## src/rtl/ram256x1s_march_bist.sv

```systemverilog
// March C- self-test controller and access mux for a RAM256X1S-style 1-bit distributed RAM.
// Idle: user port passes straight through; RUN: BIST owns WE/A/D and checks the async O output.
module ram256x1s_march_bist #(
  parameter int ADDR_BITS    = 8,
  parameter bit STOP_ON_FAIL = 1'b0
) (
  input  logic                 CLK,
  input  logic                 RST_N,
  input  logic                 START,
  output logic                 BUSY,
  output logic                 DONE,
  output logic                 FAIL,
  output logic [ADDR_BITS-1:0] FAIL_ADDR,
  output logic [2:0]           FAIL_ELEM,
  input  logic                 USR_WE,
  input  logic [ADDR_BITS-1:0] USR_A,
  input  logic                 USR_D,
  output logic                 USR_O,
  output logic                 RAM_WE,
  output logic [ADDR_BITS-1:0] RAM_A,
  output logic                 RAM_D,
  input  logic                 RAM_O
);

  localparam logic [1:0] S_IDLE = 2'd0;
  localparam logic [1:0] S_RUN  = 2'd1;
  localparam logic [1:0] S_FIN  = 2'd2;

  localparam logic [ADDR_BITS-1:0] ADDR_MAX = {ADDR_BITS{1'b1}};

  logic [1:0]           r_state;
  logic [2:0]           r_elem;
  logic [ADDR_BITS-1:0] r_addr;
  logic                 r_phase;     // 0 = read slot, 1 = write slot of a two-op element
  logic                 r_done;
  logic                 r_fail;
  logic [ADDR_BITS-1:0] r_fail_addr;
  logic [2:0]           r_fail_elem;

  logic w_busy;
  logic w_single_op;
  logic w_is_read;
  logic w_is_write;
  logic w_exp_bit;
  logic w_wr_bit;
  logic w_down;
  logic w_next_down;
  logic w_last_addr;
  logic w_slot_end;
  logic w_elem_end;
  logic w_miscmp;

  // Element decode: M0 write-only, M5 read-only, M1..M4 read then write.
  assign w_busy      = (r_state == S_RUN);
  assign w_single_op = (r_elem == 3'd0) || (r_elem == 3'd5);
  assign w_is_read   = (r_elem != 3'd0) && ((r_elem == 3'd5) || !r_phase);
  assign w_is_write  = (r_elem == 3'd0) || ((r_elem != 3'd5) && r_phase);
  assign w_exp_bit   = (r_elem == 3'd2) || (r_elem == 3'd4);
  assign w_wr_bit    = (r_elem == 3'd1) || (r_elem == 3'd3);
  assign w_down      = (r_elem == 3'd3) || (r_elem == 3'd4);
  assign w_next_down = (r_elem == 3'd2) || (r_elem == 3'd3);
  assign w_last_addr = w_down ? (r_addr == '0) : (r_addr == ADDR_MAX);
  assign w_slot_end  = w_single_op || r_phase;
  assign w_elem_end  = w_slot_end && w_last_addr;
  assign w_miscmp    = w_busy && w_is_read && (RAM_O != w_exp_bit);

  always_ff @(posedge CLK or negedge RST_N) begin
    if (!RST_N) begin
      r_state     <= S_IDLE;
      r_elem      <= 3'd0;
      r_addr      <= '0;
      r_phase     <= 1'b0;
      r_done      <= 1'b0;
      r_fail      <= 1'b0;
      r_fail_addr <= '0;
      r_fail_elem <= 3'd0;
    end else begin
      case (r_state)
        S_IDLE, S_FIN: begin
          if (START) begin
            r_state     <= S_RUN;
            r_elem      <= 3'd0;
            r_addr      <= '0;
            r_phase     <= 1'b0;
            r_done      <= 1'b0;
            r_fail      <= 1'b0;
            r_fail_addr <= '0;
            r_fail_elem <= 3'd0;
          end
        end
        S_RUN: begin
          if (w_miscmp) begin
            r_fail <= 1'b1;
            if (!r_fail) begin
              r_fail_addr <= r_addr;
              r_fail_elem <= r_elem;
            end
          end
          if (w_miscmp && STOP_ON_FAIL) begin
            r_state <= S_FIN;
            r_done  <= 1'b1;
            r_phase <= 1'b0;
          end else if (w_elem_end && (r_elem == 3'd5)) begin
            r_state <= S_FIN;
            r_done  <= 1'b1;
            r_phase <= 1'b0;
          end else if (w_elem_end) begin
            // Reload for the next element's direction: M3/M4 descend.
            r_elem  <= r_elem + 3'd1;
            r_addr  <= w_next_down ? ADDR_MAX : '0;
            r_phase <= 1'b0;
          end else if (w_slot_end) begin
            r_addr  <= w_down ? (r_addr - 1'b1) : (r_addr + 1'b1);
            r_phase <= 1'b0;
          end else begin
            r_phase <= 1'b1;
          end
        end
        default: r_state <= S_IDLE;
      endcase
    end
  end

  assign BUSY      = w_busy;
  assign DONE      = r_done;
  assign FAIL      = r_fail;
  assign FAIL_ADDR = r_fail_addr;
  assign FAIL_ELEM = r_fail_elem;

  assign RAM_WE = w_busy ? w_is_write : USR_WE;
  assign RAM_A  = w_busy ? r_addr     : USR_A;
  assign RAM_D  = w_busy ? w_wr_bit   : USR_D;
  assign USR_O  = w_busy ? 1'b0       : RAM_O;

endmodule

```

## config.mk

```make
export PLATFORM = sky130hd
export DESIGN_NAME = ram256x1s_march_bist
export DESIGN_NICKNAME = d
export VERILOG_FILES = /design/src/rtl/ram256x1s_march_bist.sv
export SDC_FILE = /design/constraint.sdc
export NUM_CORES = 1
export LEC_CHECK = 0
export BUFFER_PORTS_ARGS = -buffer_cell sky130_fd_sc_hd__buf_2
export CORE_AREA = 5 5 84 86
export DETAILED_ROUTE_END_ITERATION = 12
export DIE_AREA = 0 0 89 91
export PLACE_DENSITY = 0.46
export SYNTH_ARGS = -nofsm -noshare
export SYNTH_HDL_FRONTEND = slang
export SYNTH_SLANG_ARGS = --single-unit
```

## constraint.sdc

```tcl
create_clock -name CLK -period 5.7 [get_ports CLK]
set_input_delay 0.855 -clock CLK [delete_from_list [all_inputs] [get_ports CLK]]
set_output_delay 0.855 -clock CLK [all_outputs]
set_load 0.01 [all_outputs]
```

==> results of run 1 <==
==> metrics by stage <==
step,power [mW],hold slack [ps],instance area [um2],utilization
3_3_place_gp,1.071,465.2,2072,0.3339
2_1_floorplan,0.8857,497.3,1821,-
5_1_grt,1.297,515.2,2121,0.3418
3_5_place_dp,1.073,465.7,2072,0.3339
6_report,1.173,481.7,2121,0.3418
4_1_cts,1.192,489.9,2121,0.3418
==> logic make-up (layout without fill, tap and decap cells) <==
logic type                 count (synthesis)  count (layout)
adders and majority gates                 12              12
DFF                                       27              27
AOI/OAI and AO/OA                         56              56
buffers and inverters                     21              58
xor gates and xnor gates                   5               5
muxes                                     12              12
and+or+nand+nor                           60              60
==> cells in the final DEF (no fill, tap or decap), drive strengths merged, types with 4 or more instances in the layout <==
cell type,netlist,layout
mux2,10,10
o21ai,25,25
xnor2,4,4
dfrtp,27,27
and2,6,6
inv,14,14
ha,11,11
nor2,12,12
buf,4,40
nand2,20,20
a21o,9,9
nand3,4,4
a21oi,8,8
==> Yosys cell counts, types with 2 or more instances <==
cell      instances  share of area
nand2_1          19          0.039
o21a_1            2         0.0082
mux2i_1           2          0.011
o21ai_1           9          0.025
mux2_4            2          0.016
clkbuf_1          3         0.0062
a21oi_1           7          0.019
o31ai_1           3          0.012
mux2_1            6          0.037
mux2_2            2          0.012
nor4_1            3          0.010
nor2b_1           3          0.010
and2_1            6          0.021
a21o_1            9          0.037
inv_1            13          0.027
o21ai_0          16          0.044
dfrtp_1          27           0.37
nand2b_1          3          0.010
ha_1             11          0.076
nand3_1           4          0.011
nor2_1           12          0.025
nor3_1            2         0.0055
xnor2_1           4          0.019
nand4_1           2         0.0069
buf_6             3          0.019
==> power groups by stage <==
| stage | logic, mW | registers (mW) | clock network, mW |
|---|---|---|---|
| after global placement | 0.715 | 0.356 | 0 |
| after floorplan | 0.537 | 0.349 | 0 |
| after global routing | 0.804 | 0.364 | 0.128 |
| after detailed placement | 0.716 | 0.357 | 0 |
| after CTS | 0.719 | 0.353 | 0.120 |
| final | 0.705 | 0.353 | 0.115 |
==> metal layers <==
| layer | global-route usage | routed length, um | up-vias |
|---|---|---|---|
| met5 | 0 | 0 | - |
| met4 | 0.03722 | 68 | 0 |
| met3 | 0.01719 | 165 | 6 |
| met2 | 0.1881 | 2139 | 21 |
| met1 | 0.1474 | 2037 | 695 |
| li1 | - | - | 753 |
==> worst max-delay path: cells and delay by family, from the launching register on <==
family | cells | cell delay [ps]
AND/OR/NAND/NOR | 2 | 460
flip-flops | 1 | 430
AO/OA/AOI/OAI | 4 | 680
adder cells (fa/ha/maj) | 2 | 620
multiplexers | 1 | 350
buffers and inverters | 1 | 90
==> flip-flops by register name, indices dropped and copies added, names as in the netlist <==
name and count:
DONE 1, FAIL 1, FAIL_ADDR 8, FAIL_ELEM 3
r_addr 8, r_elem 3, r_phase 1, r_state 2
==> cell type report <==
class / instances / area, um2
multi-input combinational: 145 / 1042
inverter: 14 / 52.55
tap: 77 / 96.34
clock buffer: 3 / 41.29
clock inverter: 1 / 7.507
fill: 644 / 4084
timing repair buffer: 40 / 205.2
sequential: 27 / 675.6
==> final timing paths <==
path / from / end
max in group asynchronous: RST_N / r_elem[0]
min in group asynchronous: RST_N / FAIL
setup / recovery: r_elem[0] / r_addr[6]
hold / removal: FAIL_ELEM[2] / FAIL_ELEM[2]
hold reg to reg: FAIL_ELEM[2] / FAIL_ELEM[2]
setup reg to reg: r_elem[0] / r_addr[6]
==> flow_metrics.tcl, run 1 <==
set metrics [dict create \
    dp_cells 303 \
    cts_buffers 3 \
    end_kind "flip-flop" \
    cp_common_cell "ha_1" \
    vdd_drop_max_v 0.0001823 \
    critPathKind "flip-flop to flip-flop" \
    area_delta_synth_final_pct 16.49 \
    synth_top_family_by_area "compound AO/OA/AOI/OAI gates" \
    synthMuxAreaShare 0.07698 \
    die_area_mm2 0.008099 \
    ys_seq_area_frac 0.3711 \
    dr.pass1.iters 4 \
    worst_setup_path_start_kind "flip-flop" \
    critical_path.max_fanout 9 \
    required_ps 5870 \
    pwr-share-seq 0.301 \
    viasPerCell 4.805 \
    holdPathStages 2 \
    ant_nets 0 \
    synth-edff-count 0 \
    vias 1475 \
    layout.nets 257 \
    synth_warnings 0 \
    dpl_worst_slack_ps 2997 \
    ctsResizeCount 0 \
    p_leak_nw 1.035 \
    numPortBuffers 38 \
    dp.final_hpwl_mm 3.398 \
    wl_per_cell_um 14.36 \
    rsz0062_at_grt "no" \
    synth_ff_type "dfrtp_1" \
    power_frac_clock 0.098 \
    final_layout_size_suffix_gt1_frac 0.2565 \
    hold_class "flip-flop to flip-flop" \
    fin_setup_tns_ps 0 \
    grt_pass1_wl_mm 7.217 \
    p_int_mw 0.6389 \
    drv_cap 0 \
    yosys.cell_types.count 45 \
    first_global_vias 1433 \
    drt-total-wl_mm 4.409 \
    clkSlewWorstSetupHoldPaths_ps 100 \
    die_h_um 91 \
    setup_ws_ps 2952 \
    status "finished clean" \
    synth_xor_area_frac 0.02405 \
    grt_max_degree 28 \
    pwr-share-comb 0.601 \
    synth_compound_area_frac 0.2124 \
    cts-root-buf "clkbuf_8" \
    fin_crit_ps 2748 \
    tritoncts "done" \
    r2r_cells 10 \
    drtIter0Drc 69 \
    clock-sinks 27 \
    globalRouteOverflowTotal 0 \
    start_util 0.2934 \
    synth_simple_gate_area_share 0.1725 \
    row_count 29 \
    num_io_pins 39 \
    cts_setup_buffers 0 \
    cp_slowest_cell "dfrtp_1" \
    slew_violations 0 \
    fmax_mhz 363.9 \
    syn_nets 219 \
    avgSynthCellArea_um2 9.433 \
    async_flop_share 1.000 \
    powerDensity_mw_per_mm2 553.1 \
    cp_cell_sequence "inv_1 > ha_1 > mux2_4 > ha_1 > nor2b_1 > o31a_1 > o21a_1 > or3_1 > a21oi_1 > o21ai_1" \
    insertion_delay_ps 280 \
    swShare 0.4553 \
    place_congestion 0.8238 \
    syn_inst 193 \
    clk_path_buf_depth 2 \
    worst_pin_slew_ps 613.8 \
    setup_viol 0 \
    finClkSkew_ps 3.369 \
    switchingPower_mw 0.5340 \
    antenna_cells 0 \
    htreeDepth 1 \
    cts_hold_buffers 0 \
    core_region_area_mm2 0.006205 \
    slowest_delay_ps 430 \
    critPathArrivalTime_ps 2920 \
    grt_usage 0.1127 \
    drc 0 \
    reg2reg_slack_ps 2950 \
    instances_no_fill 307 \
    synth_seq_cells 27 \
    period_share 0.4821 \
    antenna_found_initial 0 \
    synth_area_mm2 0.001820 \
    hold_violations 0 \
    slew_headroom 0.5908 \
    yosys.area_share.adder 0.08660 \
    dieWidth_um 89 \
]
Power figures use the tool's default switching activity.
==> run 2: changes to the inputs <==
--- a/config.mk
+++ b/config.mk
@@ -9,7 +9,7 @@
 export CORE_AREA = 5 5 84 86
 export DETAILED_ROUTE_END_ITERATION = 12
 export DIE_AREA = 0 0 89 91
-export PLACE_DENSITY = 0.46
+export PLACE_DENSITY = 0.47
 export SYNTH_ARGS = -nofsm -noshare
 export SYNTH_HDL_FRONTEND = slang
 export SYNTH_SLANG_ARGS = --single-unit
==> constraint.sdc (replaced) <==
create_clock -name CLK -period 2.5 [get_ports CLK]
set_input_delay 0.375 -clock CLK [delete_from_list [all_inputs] [get_ports CLK]]
set_output_delay 0.375 -clock CLK [all_outputs]
set_load 0.01 [all_outputs]
==> run 2 against run 1 <==
Against the previous run: cell count is 3.9% higher; count of clock-buffer cells in the layout rose by 1; die area is the same; clock power up 130%; power rose to 2.6 times the previous value; critical endpoint is now r_addr[7]; worst hold slack worse by 370 ps; cell area grew 8.7%; sequential power increased by 130%; register-to-register slack worse by 2900 ps; via count increased by 2.9%; largest cell class unchanged; clock skew increased by 3.2 ps; combinational power grew to 2.8 times the previous value.
==> flow_metrics.tcl, run 2 (same netlist as run 1, synthesis figures left out) <==
set metrics [dict create \
    tritoncts "done" \
    layout_commonest_cell "buf_2" \
    clk_path_buf_depth 2 \
    powerDensity_mw_per_mm2 1331 \
    grt_usage 0.1119 \
    final_layout_size_suffix_gt1_frac 0.3471 \
    area_delta_synth_final_pct 26.67 \
    instances_no_fill 319 \
    insertion_delay_ps 280 \
    core_region_area_mm2 0.006205 \
    worst_setup_path_start_kind "flip-flop" \
    antenna_found_initial 0 \
    antenna_cells 0 \
    die_area_mm2 0.008099 \
    dieWidth_um 89 \
    viasPerCell 4.759 \
    wl_per_cell_um 14.24 \
    row_count 29 \
    end_kind "flip-flop" \
    setup_viol 0 \
    grt_max_degree 28 \
    dr.pass1.iters 4 \
    power_frac_clock 0.086 \
    hold_class "input port to asynchronous set/reset pin" \
    cts-root-buf "clkbuf_8" \
    layout_common_cells "buf_2, dfrtp_1, nand2_1" \
    drv_cap 0 \
    fin_crit_ps 2477 \
    num_io_pins 39 \
    critical_path.max_fanout 6 \
    status "finished clean" \
    vias 1518 \
    clkSlewWorstSetupHoldPaths_ps 100 \
    dp.final_hpwl_mm 3.356 \
    vdd_drop_max_v 0.0005174 \
    switchingPower_mw 1.340 \
    worst_pin_slew_ps 669.4 \
    globalRouteOverflowTotal 0 \
    place_congestion 0.7903 \
    p_total_mw 3.068 \
    p_int_mw 1.728 \
    fin_setup_tns_ps 0 \
    utilization 0.3716 \
    drtIter0Drc 39 \
    numPortBuffers 38 \
    cts_buffers 3 \
    finClkSkew_ps 6.534 \
    period_share 0.9907 \
    r2r_cells 8 \
    first_global_vias 1409 \
    grt_pass1_wl_mm 7.107 \
    layout.nets 269 \
    pwr-share-comb 0.652 \
    required_ps 2690 \
    swShare 0.4369 \
    drt-total-wl_mm 4.544 \
    critPathArrivalTime_ps 2670 \
    drc 0 \
    ant_nets 0 \
    slew_headroom 0.5538 \
    clock-sinks 27 \
    rsz0062_at_grt "yes" \
    start_util 0.2934 \
    p_leak_nw 1.102 \
    reg2reg_slack_ps 20 \
    dp_cells 310 \
    critPathKind "flip-flop to flip-flop" \
    fmax_mhz 403.8 \
    pwr-share-seq 0.263 \
    die_h_um 91 \
    htreeDepth 1 \
    hold_violations 0 \
    slew_violations 0 \
]
[run 2: final timing paths]
check / from / endpoint
min reg2reg: FAIL_ELEM[1] / FAIL_ELEM[1]
max in group asynchronous: RST_N / r_addr[7]
max reg2reg: r_elem[0] / r_addr[7]
min: RST_N / r_state[1]
max: r_elem[0] / r_addr[7]
min in group CLK: START / r_state[1]
[run 2: worst max-delay path, cell delays in order (launching register included)]
cell and delay, ps:
dfrtp_1 430, ha_2 210, mux2_4 350, buf_4 190, ha_1 240, o41ai_2 390
xnor2_1 150, a22o_1 230, nor3_1 200
[run 2: timing repair]
action | in CTS | in global routing
pin swaps | 0 | 8
hold buffers | 0 | 0
setup endpoints to repair | 1 | 5
buffers inserted | 0 | 5
hold endpoints to repair | 0 | 0
gates resized for setup | 1 | 16
[run 2: final cells by class]
| type | instances | area [um2] |
|---|---|---|
| Timing Repair Buffer | 52 | 295.3 |
| Clock buffer | 4 | 45.04 |
| Tap cell | 77 | 96.34 |
| Inverter | 14 | 52.55 |
| Sequential cell | 27 | 675.6 |
| Multi-Input combinational cell | 145 | 1141 |
| Fill cell | 644 | 3899 |
[run 2: power groups by stage]
stage | Clock (mW) | Combinational, mW | Sequential [mW]
final | 0.263 | 2.00 | 0.806
after CTS | 0.274 | 1.78 | 0.791
after global placement | 0 | 1.76 | 0.796
after global routing | 0.287 | 2.23 | 0.832
after floorplan | 0 | 1.24 | 0.800
after detailed placement | 0 | 1.77 | 0.799
[run 2: routing by layer]
| layer | vias to the layer above | share of wire | track usage | wire length (um) |
|---|---|---|---|---|
| met5 | - | 0 | 0 | 0 |
| met4 | 0 | 0.0064 | 0.01861 | 29 |
| met3 | 4 | 0.047 | 0.02534 | 214 |
| met2 | 34 | 0.49 | 0.1788 | 2212 |
| met1 | 709 | 0.46 | 0.1566 | 2088 |
| li1 | 771 | - | - | - |
[run 2: stage by stage]
| step | setup slack [ps] | hold WS [ps] | instance area [um2] |
|---|---|---|---|
| after CTS | 17.05 | 138.9 | 2190 |
| after global placement | 5.591 | 450.0 | 2137 |
| final | 23.36 | 112.6 | 2306 |
| after global routing | -29.84 | 169.9 | 2306 |
| after floorplan | 49.61 | 79.41 | 1833 |
| after detailed placement | -74.48 | 455.0 | 2137 |
